==> src/rtl/prm_edge_chk_sched.sv <==
// prm_edge_chk_sched: scans one edge query across a banked combinational checker array
// and returns the collected edge masks over a valid/ready response channel.
module prm_edge_chk_sched #(
  parameter int IN_W       = 15,
  parameter int BANK_W     = 8,
  parameter int NUM_BANKS  = 4,
  parameter int EARLY_EXIT = 1,
  parameter int CNT_W      = 16,
  localparam int RES_W     = BANK_W * NUM_BANKS,
  localparam int SEL_W     = (NUM_BANKS > 1) ? $clog2(NUM_BANKS) : 1,
  localparam int BNK_W     = $clog2(NUM_BANKS) + 1
) (
  input  logic             CLK,
  input  logic             RST_n,
  input  logic             req_valid,
  output logic             req_ready,
  input  logic [IN_W-1:0]  req_vec,
  input  logic             abort,
  output logic [IN_W-1:0]  chk_vec,
  output logic [SEL_W-1:0] chk_bank_sel,
  output logic             chk_en,
  input  logic [BANK_W-1:0] chk_mask,
  output logic             rsp_valid,
  input  logic             rsp_ready,
  output logic [RES_W-1:0] rsp_mask,
  output logic             rsp_hit,
  output logic [BNK_W-1:0] rsp_banks,
  output logic [CNT_W-1:0] stat_queries,
  output logic [CNT_W-1:0] stat_hits
);
  typedef enum logic [1:0] {IDLE, SCAN, DONE} state_t;
  state_t state, state_nx;
  logic last, hit_now;
  assign req_ready = (state == IDLE);
  assign chk_en    = (state == SCAN);
  assign rsp_valid = (state == DONE);
  assign hit_now   = |chk_mask;
  assign last      = (chk_bank_sel == SEL_W'(NUM_BANKS - 1)) || ((EARLY_EXIT != 0) && hit_now);
  // abort wins over everything, including a pending request in IDLE
  always_comb begin
    state_nx = abort                          ? IDLE :
               (state == IDLE && req_valid)   ? SCAN :
               (state == SCAN && last)        ? DONE :
               (state == DONE && rsp_ready)   ? IDLE : state;
  end
  always_ff @(posedge CLK or negedge RST_n) begin
    if (!RST_n) begin
      state        <= IDLE;
      chk_vec      <= '0;
      chk_bank_sel <= '0;
      rsp_mask     <= '0;
      rsp_hit      <= 1'b0;
      rsp_banks    <= '0;
      stat_queries <= '0;
      stat_hits    <= '0;
    end else begin
      state <= state_nx;
      if (state == IDLE && req_valid && !abort) begin
        chk_vec      <= req_vec;
        chk_bank_sel <= '0;
        rsp_mask     <= '0;
        rsp_hit      <= 1'b0;
        rsp_banks    <= '0;
      end
      if (state == SCAN && !abort) begin
        rsp_mask[chk_bank_sel*BANK_W +: BANK_W] <= chk_mask;
        rsp_hit   <= rsp_hit | hit_now;
        rsp_banks <= BNK_W'(chk_bank_sel) + BNK_W'(1);
        if (!last) chk_bank_sel <= chk_bank_sel + SEL_W'(1);
        if (last) begin
          stat_queries <= &stat_queries ? stat_queries : stat_queries + CNT_W'(1);
          if (rsp_hit | hit_now) stat_hits <= &stat_hits ? stat_hits : stat_hits + CNT_W'(1);
        end
      end
    end
  end
endmodule

==> config.mk <==
export PLATFORM = sky130hd
export DESIGN_NAME = prm_edge_chk_sched
export DESIGN_NICKNAME = d
export VERILOG_FILES = /design/src/rtl/prm_edge_chk_sched.sv
export SDC_FILE = /design/constraint.sdc
export NUM_CORES = 1
export LEC_CHECK = 0
export ABC_AREA = 1
export BUFFER_PORTS_ARGS = -buffer_cell sky130_fd_sc_hd__buf_4
export CAP_MARGIN = 10
export CORE_MARGIN = 10
export CORE_UTILIZATION = 53
export CTS_CLUSTER_DIAMETER = 60
export DETAILED_ROUTE_END_ITERATION = 8
export GPL_TIMING_DRIVEN = 0
export PLACE_DENSITY = 0.92
export SKIP_LAST_GASP = 1
export SLEW_MARGIN = 30
export SYNTH_ARGS = -nofsm -noshare
export SYNTH_HDL_FRONTEND = slang
export SYNTH_SLANG_ARGS = --single-unit
export TNS_END_PERCENT = 5
==> constraint.sdc <==
create_clock -name CLK -period 2.3 [get_ports CLK]
set_clock_uncertainty 0.1 [all_clocks]
set_input_delay 0.345 -clock CLK [delete_from_list [all_inputs] [get_ports CLK]]
set_output_delay 0.345 -clock CLK [all_outputs]
set_load 0.02 [all_outputs]
==> run summary <==
The half-perimeter wire length after placement was 9.27 mm. For this design the ratio of total power to cell area is 674 nW/µm². Detailed routing inserted a total of 4247 vias. The share of the Yosys chip area taken by registers is 49.9%. The layout has 627 filler cells. The initialized floorplan defines 33 standard-cell rows.

The placer's final routability congestion estimate was 0.903; the post-synthesis instance total was 547. Shortest period the worst path allows: 2040 ps. The clock-pin transition on the worst setup and hold timing paths is 90 ps, and the largest net degree at the start of global routing is 88. The area growth from synthesis to layout is 27.7%. After detailed placement, the total cell area comes to 5370 µm². Setup slack on the critical path of the routed design comes to 257 ps.

After routing, the total negative slack on setup checks comes to 0 ps. After detailed routing, the number of remaining DRC violations is 0. The number of port buffers is 115.

Maximum cell stage delay along the critical path: 480 ps. In this run, distinct cell masters in the synthesized netlist total 27. The global-route wire length before repair was 20.0 mm. The post-route netlist has 22.2% of its cells at a drive strength greater than 1. The average vias per placed instance is 5.42.

At the worst endpoint, the required time is 2460 ps. For this run, the total global-route usage over all layers was measured as 19.1%. The critical-path maximum fanout was 12; the total placed cells including tap cells was 767. The kind of start point of the critical path was a register. The critical path contains buffers and inverters numbering 2 combined. The run finished with clean final reports.

The design draws 3.76 mW. Before antenna repair, the detailed router went through 5 iterations. For this block, the initial DRC count from the detailed router was 225. The width of the chip came out at 111 µm.

The cell type group with the largest total delay on the critical path is flip-flops. The vertical die dimension is 111 µm, and the sequential cell area is 2180 µm². Cells fill 68.5% of the core in the end. The transition time at the pin with the least slew margin came out at 781 ps. Critical path endpoint category: a register. The later pin in the worst-skew pair is clocked with a latency of 360 ps. By startpoint and endpoint, the worst setup path is classified as reg2reg.

The final layout contains routed wiring with a total length of 12.2 mm. The clock passes through at most 2 buffers. At the end of the flow, the number of nets in the layout was 709. The run gives 78.7 ps as the minimum hold slack. The count of pins over their slew limit is 0, and the placeable core area is 8130 µm².

When the netlist entered floorplanning its net count stood at 582. The run gives 0 as the initial antenna violation count. The tree built by TritonCTS fans out to 87 sinks. Of the available clock period, the critical path in the final layout requires 88.8%. The initial utilization of the core area, before any placement, comes to 53.7%. Synthesis inferred 87 register bits. For the total count of hold-check failures in the final report, the log shows 0. Across the VDD grid, the largest voltage drop is 0.000403 V.

In this run the register-to-register setup slack is 260 ps. The path class of the lowest-slack min-delay path is in2reg. Setup repair after global routing left no endpoint under its margin.

The synthesized area per cell came out at 7.98 µm². Once layout is done, the placed cells without fillers occupy 5580 µm². The multi-input logic area was 1980 µm². The floorplan step defined a die boundary enclosing 12300 µm². For this design, the slowest cell found on the critical path is sky130_fd_sc_hd__dfrtp_1. Headroom to the max-slew limit came out at 47.9%. The leftover overflow at the end of global routing was 0.

The average routed wire per standard cell is 15.6 µm. The master cell of the clock root buffer is sky130_fd_sc_hd__clkbuf_8. For the number of non-filler instances in the completed layout, the log shows 784. The endpoint arrival time on the critical path is 2200 ps.

Timing analysis after detailed placement gives a worst setup slack of 238 ps. In this run the number of H-tree levels came out at 3. Summing every instance area after synthesis gives 4370 µm². Traced cell by cell, the critical path runs through clkinvlp_4 -> ha_1 -> inv_1 -> nand3_1 -> o31ai_1. Setup violations remaining at the end of the flow were counted as 0.

During synthesis, Yosys emitted a total of 0 warnings. 0 antenna diodes ended up in the layout. In this run the static leakage power is 2.91 nW.

The detail route stage leaves a number of antenna-violating nets equal to 0. Timing would allow up to 490 MHz. Across the run, the number of max-cap violations was 0. The total CTS buffers was 9; the number of top-level pins was 116. TritonCTS built the clock tree. The tools report the via count of the first global-routing pass as 4197.
[what timing repair did]
item                                    in CTS  in global routing
gates resized for setup                      0                  1
buffers inserted                             0                  0
hold buffers                                 1                  0
endpoints found under the hold margin       87                  0
endpoints found under the setup margin       0                  1
[path summary, 6_finish.rpt]
path | endpoint | from | cells after the start
worst min register to register | chk_vec[6]$_DFFE_PN0P_ | chk_vec[6]$_DFFE_PN0P_ | 2
worst max register to register | rsp_mask[1]$_DFF_PN0_ | chk_bank_sel[0]$_DFF_PN0_ | 5
worst max-delay path | rsp_mask[1]$_DFF_PN0_ | chk_bank_sel[0]$_DFF_PN0_ | 5
min in group asynchronous | chk_vec[14]$_DFFE_PN0P_ | RST_n | 2
max in group asynchronous | stat_queries[8]$_DFFE_PN0P_ | RST_n | 2
worst min-delay path | chk_vec[10]$_DFFE_PN0P_ | req_vec[10] | 3
[power breakdown]
part / leakage (nW) / internal (mW) / switching, mW / total [mW]
logic: 1.64 / 0.341 / 0.517 / 0.858
registers: 1.18 / 1.68 / 0.139 / 1.82
clock network: 0.0973 / 0.511 / 0.575 / 1.09
total: 2.91 / 2.53 / 1.23 / 3.76
[worst reg2reg max path: cells and delay by family (launching register included)]
family | cells | cell delay (ps)
DFF | 1 | 480
and+or+nand+nor | 1 | 260
adders and majority gates | 1 | 390
buffers and inverters | 2 | 390
AOI/OAI and AO/OA | 1 | 330
[registers in the layout, summed over array words and instances, names as in the netlist]
signal,cells
stat_hits,16
chk_vec,15
rsp_banks,3
rsp_mask,32
stat_queries,16
chk_bank_sel,2
state,2
rsp_hit,1
[kinds of logic (layout without fill, tap and decap cells)]
| kind of cell | count (synthesis) | after routing | share of synthesized area [%] |
|---|---|---|---|
| and+or+nand+nor | 327 | 327 | 31.5 |
| DFF | 87 | 87 | 49.9 |
| AOI/OAI and AO/OA | 55 | 55 | 7.74 |
| buffers and inverters | 51 | 183 | 4.84 |
| xor gates and xnor gates | 20 | 20 | 4.01 |
| adders and majority gates | 7 | 7 | 2.01 |
[synth_stat cells (all sizes together)]
cell	number	area share, %
o31ai	17	2.9
buf	7	1.1
and3	1	0.17
clkbuf	7	0.60
nor2	48	5.1
nor3	3	0.60
and2	2	0.29
nand2	225	20
clkinv	1	0.086
o21ai	22	2.5
xnor2	8	1.6
o22ai	16	2.3
nand3	41	4.8
nand4	7	1.0
dfrtp	87	50
ha	7	2.0
xor2	12	2.4
inv	36	3.1
[layout by cell type, fill, tap and decap left out, drive strengths merged]
master	n
nand2	225
buf	122
dfrtp	87
nor2	48
nand3	41
inv	38
o21ai	22
o31ai	17
clkbuf	17
o22ai	16
xor2	12
xnor2	8
nand4	7
ha	7
nor3	3
clkinvlp	2
and2	2
clkinv	2
and3	1
bufinv	1
dlygate4sd3	1
[final cells by class]
| cell class | instances | share of cell area [%] |
|---|---|---|
| well taps | 105 | 2.36 |
| flip-flops and latches | 87 | 39.0 |
| clock buffers | 10 | 2.29 |
| inverters | 37 | 2.56 |
| repair buffers | 116 | 15.7 |
| clock inverters | 6 | 1.23 |
| multi-input cells | 409 | 35.5 |
| plain buffers | 14 | 1.30 |
[routing by layer]
layer | global-route usage [%] | vias up | share of wire, %
met5 | 0 | - | 0
met4 | 5.30 | 0 | 1.5
met3 | 6.55 | 24 | 8.2
met2 | 32.2 | 178 | 50
met1 | 22.5 | 2022 | 41
li1 | - | 2023 | -
(Power assumes the default switching activity.)
